[src/rtl/geofence_driver.sv]
// geofence_driver
// ----------------------------------------------------------------------------
// Test driver for a geofence receiver. It holds four frames of seven points
// each: point 0 is the object and points 1..6 are the fence vertices. On
// start it streams each frame's points to the receiver on X/Y, one point per
// cycle. It then waits for the receiver's valid/is_inside answer and collects
// the answers into result/inside_cnt.
//
// Optional feature (macro GEOFENCE_TIMEOUT_EN): a WAIT watchdog. If valid does
// not arrive within TIMEOUT cycles, the run aborts with err set.
// When the macro is undefined, WAIT lasts until valid and err is tied to 0.
//
// Ports
//   clk            : single clock, all logic on the rising edge
//   reset          : synchronous, active-low reset
//   wr_en          : frame-memory write strobe (honoured only in IDLE)
//   wr_frame       : frame index 0..3
//   wr_pt          : 0 = object, 1..6 = vertices 0..5, 7 = ignored
//   wr_x, wr_y     : point coordinates
//   num_frames_m1  : frames to run minus 1, sampled with start
//   start          : begin a run (honoured only in IDLE)
//   busy           : high while in SEND or WAIT
//   X, Y           : point stream to the receiver
//   dut_reset      : active-high reset to the receiver
//   valid          : receiver result strobe (honoured only in WAIT)
//   is_inside      : receiver verdict qualified by valid
//   result         : bit f = is_inside of frame f
//   inside_cnt     : number of frames judged inside
//   done           : one-cycle pulse at end of run
//   err            : sticky timeout flag, cleared by start
//   state_dbg      : current FSM state (0 IDLE, 1 SEND, 2 WAIT, 3 DONE)
//
// Handshake: the receiver's answer is accepted on the single rising edge
// where valid=1 while the driver is in WAIT. There is no ready; the driver
// is always able to take the answer in WAIT. valid in any other state is
// dropped.
// ----------------------------------------------------------------------------
module geofence_driver #(
  parameter int TIMEOUT = 32
) (
  input  logic       clk,
  input  logic       reset,
  input  logic       wr_en,
  input  logic [1:0] wr_frame,
  input  logic [2:0] wr_pt,
  input  logic [9:0] wr_x,
  input  logic [9:0] wr_y,
  input  logic [1:0] num_frames_m1,
  input  logic       start,
  output logic       busy,
  output logic [9:0] X,
  output logic [9:0] Y,
  output logic       dut_reset,
  input  logic       valid,
  input  logic       is_inside,
  output logic [3:0] result,
  output logic [2:0] inside_cnt,
  output logic       done,
  output logic       err,
  output logic [1:0] state_dbg
);

  typedef enum logic [1:0] {
    S_IDLE = 2'd0,
    S_SEND = 2'd1,
    S_WAIT = 2'd2,
    S_DONE = 2'd3
  } state_e;

  state_e      state_q, state_d;
  logic [1:0]  frame_q, frame_d;
  logic [2:0]  pt_q, pt_d;
  logic [1:0]  nfm_q, nfm_d;
  logic [9:0]  x_q, x_d, y_q, y_d;
  logic        dut_reset_q, dut_reset_d;
  logic        busy_q, busy_d;
  logic        done_q, done_d;
  logic [3:0]  result_q, result_d;
  logic [2:0]  inside_q, inside_d;

  // Frame memory: {x, y} per point.
  logic [19:0] mem_q [0:3][0:6];

  logic [2:0]  pt_inc;
  logic [1:0]  frame_inc;

  assign pt_inc    = pt_q + 3'd1;
  assign frame_inc = frame_q + 2'd1;

`ifdef GEOFENCE_TIMEOUT_EN
  localparam int WCW = $clog2(TIMEOUT + 1);
  logic [WCW-1:0] wait_q, wait_d;
  logic           err_q, err_d;
`else
  logic [31:0] unused_timeout;
  assign unused_timeout = 32'(TIMEOUT);
`endif

  // Frame memory. Writes are only accepted while idle, so a run always
  // streams a stable snapshot.
  always_ff @(posedge clk) begin
    if (!reset) begin
      for (int f = 0; f < 4; f++) begin
        for (int p = 0; p < 7; p++) begin
          mem_q[f][p] <= '0;
        end
      end
    end else if (wr_en && (state_q == S_IDLE) && (wr_pt != 3'd7)) begin
      mem_q[wr_frame][wr_pt] <= {wr_x, wr_y};
    end
  end

  // State and output registers.
  always_ff @(posedge clk) begin
    if (!reset) begin
      state_q     <= S_IDLE;
      frame_q     <= '0;
      pt_q        <= '0;
      nfm_q       <= '0;
      x_q         <= '0;
      y_q         <= '0;
      dut_reset_q <= 1'b1;
      busy_q      <= 1'b0;
      done_q      <= 1'b0;
      result_q    <= '0;
      inside_q    <= '0;
`ifdef GEOFENCE_TIMEOUT_EN
      wait_q      <= '0;
      err_q       <= 1'b0;
`endif
    end else begin
      state_q     <= state_d;
      frame_q     <= frame_d;
      pt_q        <= pt_d;
      nfm_q       <= nfm_d;
      x_q         <= x_d;
      y_q         <= y_d;
      dut_reset_q <= dut_reset_d;
      busy_q      <= busy_d;
      done_q      <= done_d;
      result_q    <= result_d;
      inside_q    <= inside_d;
`ifdef GEOFENCE_TIMEOUT_EN
      wait_q      <= wait_d;
      err_q       <= err_d;
`endif
    end
  end

  // Next-state logic. Outputs are computed one cycle ahead so every output
  // port comes straight from a flop.
  always_comb begin
    state_d     = state_q;
    frame_d     = frame_q;
    pt_d        = pt_q;
    nfm_d       = nfm_q;
    x_d         = x_q;
    y_d         = y_q;
    dut_reset_d = dut_reset_q;
    busy_d      = busy_q;
    done_d      = 1'b0;
    result_d    = result_q;
    inside_d    = inside_q;
`ifdef GEOFENCE_TIMEOUT_EN
    wait_d      = wait_q;
    err_d       = err_q;
`endif

    case (state_q)
      S_IDLE: begin
        x_d         = '0;
        y_d         = '0;
        dut_reset_d = 1'b1;
        busy_d      = 1'b0;
        if (start) begin
          result_d     = '0;
          inside_d     = '0;
          nfm_d        = num_frames_m1;
          frame_d      = '0;
          pt_d         = '0;
          {x_d, y_d}   = mem_q[0][0];
          dut_reset_d  = 1'b0;
          busy_d       = 1'b1;
          state_d      = S_SEND;
`ifdef GEOFENCE_TIMEOUT_EN
          err_d        = 1'b0;
`endif
        end
      end

      S_SEND: begin
        if (pt_q == 3'd6) begin
          x_d     = '0;
          y_d     = '0;
          state_d = S_WAIT;
`ifdef GEOFENCE_TIMEOUT_EN
          wait_d  = '0;
`endif
        end else begin
          pt_d       = pt_inc;
          {x_d, y_d} = mem_q[frame_q][pt_inc];
        end
      end

      S_WAIT: begin
        if (valid) begin
          result_d[frame_q] = is_inside;
          if (is_inside) begin
            inside_d = inside_q + 3'd1;
          end
          if (frame_q != nfm_q) begin
            // Next frame's object is loaded on the valid edge itself, so
            // the receiver sees it the very next cycle.
            frame_d    = frame_inc;
            pt_d       = '0;
            {x_d, y_d} = mem_q[frame_inc][0];
            state_d    = S_SEND;
          end else begin
            done_d      = 1'b1;
            dut_reset_d = 1'b1;
            busy_d      = 1'b0;
            state_d     = S_DONE;
          end
        end
`ifdef GEOFENCE_TIMEOUT_EN
        else if (wait_q == WCW'(TIMEOUT - 1)) begin
          err_d       = 1'b1;
          done_d      = 1'b1;
          dut_reset_d = 1'b1;
          busy_d      = 1'b0;
          state_d     = S_DONE;
        end else begin
          wait_d = wait_q + 1'b1;
        end
`endif
      end

      S_DONE: begin
        dut_reset_d = 1'b1;
        busy_d      = 1'b0;
        state_d     = S_IDLE;
      end

      default: begin
        state_d = S_IDLE;
      end
    endcase
  end

  assign X          = x_q;
  assign Y          = y_q;
  assign dut_reset  = dut_reset_q;
  assign busy       = busy_q;
  assign done       = done_q;
  assign result     = result_q;
  assign inside_cnt = inside_q;
  assign state_dbg  = state_q;
`ifdef GEOFENCE_TIMEOUT_EN
  assign err        = err_q;
`else
  assign err        = 1'b0;
`endif

endmodule

[config.mk]
export PLATFORM = sky130hd
export DESIGN_NAME = geofence_driver
export DESIGN_NICKNAME = d
export VERILOG_FILES = /design/src/rtl/geofence_driver.sv
export SDC_FILE = /design/constraint.sdc
export NUM_CORES = 1
export LEC_CHECK = 0
export ABC_AREA = 1
export BUFFER_PORTS_ARGS = -buffer_cell sky130_fd_sc_hd__buf_2
export CAP_MARGIN = 20
export CORE_ASPECT_RATIO = 0.8
export CORE_MARGIN = 4
export CORE_UTILIZATION = 40
export DETAILED_ROUTE_END_ITERATION = 16
export SLEW_MARGIN = 20
export SYNTH_ARGS = -nofsm -noshare
export SYNTH_HDL_FRONTEND = slang
export SYNTH_SLANG_ARGS = --single-unit
export TNS_END_PERCENT = 5
[constraint.sdc]
create_clock -name clk -period 4.2 [get_ports clk]
set_input_delay 0.42 -clock clk [delete_from_list [all_inputs] [get_ports clk]]
set_output_delay 0.42 -clock clk [all_outputs]
set_load 0.02 [all_outputs]
* Word-level counts from Yosys, hierarchy flattened
Memories as Yosys holds them, arrays and structs flattened. A register that Yosys moved wholly into a read port is not among the register bits. Index checks and enable logic that the tools add are counted. Widths: inputs -> output; s select.
Storage, ports and cells: register bits 39, latch bits 0, memory bits (writable) 560, ROM bits 0, output and inout bits 33, logic and storage cells 109, memories 1
Cells by class: add/subtract/negate cells 3, $mul 0, divide/modulo/power cells 0, order comparisons 5, equality and inequality tests 13, shifts and indexed selects 0, muxes and demuxes 56, bitwise gates (word level) 2, reductions and logical operators 18
Memories:
- mem_q | words 4, bits a word 140, read ports 3, clocked after memory_dff 1, write ports 4, line 82 | logic [19:0] mem_q [0:3][0:6];
Operators with widths (number):
- $mux 140 | 3
- $reduce_or 140->1 | 1
- $mux 10 | 8
- $bmux 20 s3 | 1
- $demux 20 s3 | 1
- $mux 20 | 3
- $pmux 10 s3 | 2
- $mux 2 | 10
- $mux 3 | 6
- $reduce_and 3->1 | 5
- $ne 2x2->1 const B | 7
- $mux 1 | 11
- $pmux 3 s3 | 1
- $ge 4x4->1 const B | 2
- $mux 4 | 2
- $not 3->4 | 2
- $pmux 2 s4 | 1
- $pmux 4 s2 | 1
- $reduce_and 4->1 | 2
- $add 3x1->3 const B | 2
- $pmux 1 s3 | 2
- $pmux 3 s2 | 1
- $reduce_bool 3->1 | 2
- $reduce_and 5->1 | 1
- other kinds (16) | 20

* Longest topological paths before layout
depth in word-level cells 8, gate-level depth with buffers 15, depth with buffers taken out 11

* Worst setup path after synthesis
OpenSTA, ideal clock, no wires.
path kind register -> register, from reg state_q[0], in the netlist state_dbg[0], to mem mem_q[0][120] (netlist bit) (enable), setup time 0.377 ns, data arrival time 2.020 ns, path slack 1.804 ns, stages on the path, launching flop included 8, path buffers 1, period minus slack after synthesis 2.396 ns, path through dfxtp_1 inv_1 ha_1 nand4_1 nor3_1 nand2_1 clkbuf_1 nand2_1
RTL lines:
- start: declaration | line 70 | state_e state_q, state_d;
- start signal: assignment | line 132 | state_q <= state_d;
- end: declaration | line 82

==> reports/qor.yml <==
end_kind: "flip-flop"
outcome: "finished, final reports clean"
crit_type: "reg -> reg"
dp.cells: 4218
hold_depth: 3
hold_buffers: 0
io_buffers: 64
coreArea_um2: 72000
grt_first_pass_wirelength_mm: 138
fin_cells: 4331
synth_top_family_by_area: "simple AND/OR/NAND/NOR gates"
worstPathCellList: "inv_1, ha_1, nand4_1, nor2_1, nand2_1, buf_4, nand2_1, buf_4"
fill_cells: 7043
required_ns: 4.55
cp_slowest_stage_delay_ns: 0.60
area_growth_pct: 10.6
crit_slowest_cell: "nand2_1"
path_max_fanout: 21
power_w: 0.0178
routed_wire_length_per_instance_um: 21.5
synth_simple_gate_area_share_pct: 26.8
worstPathArrival_ns: 3.56
fin_crit_ns: 3.21
clkTransAtPathRegs_ns: 0.06
synth_cells: 3369
synth.avg_cell_area_um2: 8.63
grt_overflow: 0
die_area_um2: 77100
clock_latency_ns: 0.64
ys_seq_area_share_pct: 60.7
cts.repair.resized: 0
htreeDepth: 2
syn_area_um2: 29100
cts_buffers: 60
slew-limit-headroom_pct: 24.0
die_height_um: 249
antenna_found_initial: 2
via_per_inst: 5.35
setup_violations: 0
startpoint: "state_dbg[0]"
r2r_cells: 8
cts_tree: "yes"
yosys_warnings: 0
synth_compound_area_share_pct: 3.23
crit_end: "mem_q[3][74]"
yosys.area_share.adder_pct: 0.516
power_density_nw_per_um2: 552
place_congestion: 0.935
start_util_pct: 40.4
reg2reg_to: "mem_q[3][74]"
synth_xor_xnor_area_share_pct: 0.0301
root_buffer: "clkbuf_16"
cts.sinks: 601
synth.distinct_cells: 26
die_w_um: 309
drt-initial-drc-count: 3187
finalCritPeriodShare_pct: 76.5
ir_worst_vdd_v: 0.000506
max_freq_mhz: 311
post-dp-hpwl_mm: 56.8
fin_worst_skew_ns: 0.0262
rsz0062_at_grt: "false"
synth_mux_area_share_pct: 0
drtAntennaViolNets: 0
hold_viol_final: 0
wl_mm: 93.0
grt_max_degree: 138
dr.pass1.iters: 7
pin_count: 66
tightest_slew_ns: 1.14
nets: 3380
reg2reg_slack_ns: 0.99
fin_area_um2: 32200
place_area_um2: 30300
grt_pass1_vias: 20800
hold_path_class: "in -> reg"
fin_util_pct: 44.7
vias: 23200
maxCapViolations: 0
clk_path_buf_depth: 3
syn_nets: 3414
cp-start-kind: "flip-flop"
timing.rr.start: "state_dbg[0]"
leakage_nw: 14.0
drc: 0
ys_seq_elements: 601
setup_tns_ns: 0
drive_gt1_share_pct: 7.95
cts_setup_buffers: 0
slew_violations: 0
num_rows: 88
track_usage_pct: 23.7
sequential cells by signal, indices dropped and copies added, names as in the netlist, named ones only:
name        flops
Y              10
mem_q         560
dut_reset       1
nfm_q           2
pt_q            3
frame_q         2
busy            1
result          4
X              10
state_dbg       2
done            1
inside_cnt      3
cell usage in the layout, fill, tap and decap left out, types with 3 or more instances in the layout:
master,synthesis,routed
ha_1,12,12
clkbuf_16,0,60
buf_2,77,64
buf_4,7,77
bufinv_16,0,4
nand3_1,425,425
dfxtp_1,41,39
clkinv_1,0,12
clkbuf_1,151,12
nor2_1,598,595
inv_2,25,23
inv_1,370,370
nor2_2,0,3
clkinv_2,0,16
inv_6,0,3
nor3_1,10,10
buf_12,0,7
a21oi_1,114,114
edfxtp_1,560,560
o21ai_0,66,66
clkinvlp_4,0,4
nand2_1,892,892
cells in the mapped netlist:
master    instances  area share (%)
and3_1            1           0.022
buf_1             8            0.10
xnor2_1           1           0.030
inv_2            25            0.32
a31oi_1           1           0.022
nand4_1           2           0.043
nand2_2           1           0.022
clkbuf_1        151             1.9
edfxtp_1        560              58
nand3_1         425             7.3
nor2_1          598             7.7
o211a_1           1           0.034
conb_1            1           0.013
nor3_2            1           0.034
nand2_1         892              12
ha_1             12            0.52
nor3_1           10            0.17
inv_1           370             4.8
buf_2            77             1.3
dfxtp_1          41             2.8
o21ai_0          66             1.1
buf_4             7            0.18
a211oi_1          2           0.052
buf_6             1           0.039
o22ai_1           1           0.022
a21oi_1         114             2.0
metrics by stage:
step	worst slack (ns)	hold WS, ns
finish	0.988	0.0783
global route	0.772	0.0666
CTS	1.03	0.0473
detailed placement	1.05	0.451
global placement	1.09	0.455
floorplan	1.80	0.444
kinds of logic (layout without fill, tap and decap cells):
| family | after synthesis | count (layout) |
|---|---|---|
| compound gates | 185 | 185 |
| xor+xnor | 1 | 1 |
| fa+ha+maj | 12 | 12 |
| buf+inv | 639 | 655 |
| flops | 601 | 601 |
| other cells | 1 | 2 |
| simple gates | 1930 | 1930 |
metal layers:
metal / GRT usage (%) / vias up / wire [um] / part of all wire, %
li1: - / 10700 / - / -
met1: 35.9 / 11100 / 40500 / 44
met2: 34.1 / 1198 / 39400 / 42
met3: 5.09 / 149 / 10100 / 11
met4: 6.95 / 0 / 2910 / 3.1
met5: 0 / - / 0 / 0
worst max-delay path: cells and delay by family (launching register included):
family / cells / cell delay [ns]
buffers and inverters: 3 / 0.63
flip-flops: 1 / 0.35
adder cells (fa/ha/maj): 1 / 0.32
AND/OR/NAND/NOR: 4 / 1.61
how the worst min path moves through the flow:
stage / slack, ns / from / endpoint
floorplan: 0.44 / nfm_q[0] / nfm_q[0]
global placement: 0.46 / result[1] / result[1]
detailed placement: 0.45 / result[1] / result[1]
CTS: 0.05 / is_inside / result[2]
global route: 0.07 / is_inside / result[2]
finish: 0.08 / is_inside / result[2]
where the power goes:
part / internal [W] / switching, W
Sequential: 0.00687 / 0.000243
Clock: 0.00288 / 0.00244
Combinational: 0.00128 / 0.00405
Total: 0.0110 / 0.00673
cell type report:
type / instances / area, um2 / share of cell area [%]
flip-flops and latches: 601 / 17600 / 54.9
clock inverters: 40 / 332 / 1.03
inverters: 395 / 1490 / 4.64
repair buffers: 148 / 1040 / 3.23
diodes: 1 / 2.50 / 0.00778
multi-input cells: 2129 / 8920 / 27.7
clock buffers: 72 / 1550 / 4.81
well taps: 945 / 1180 / 3.68
Note: power is estimated with default switching activity, not from simulation.
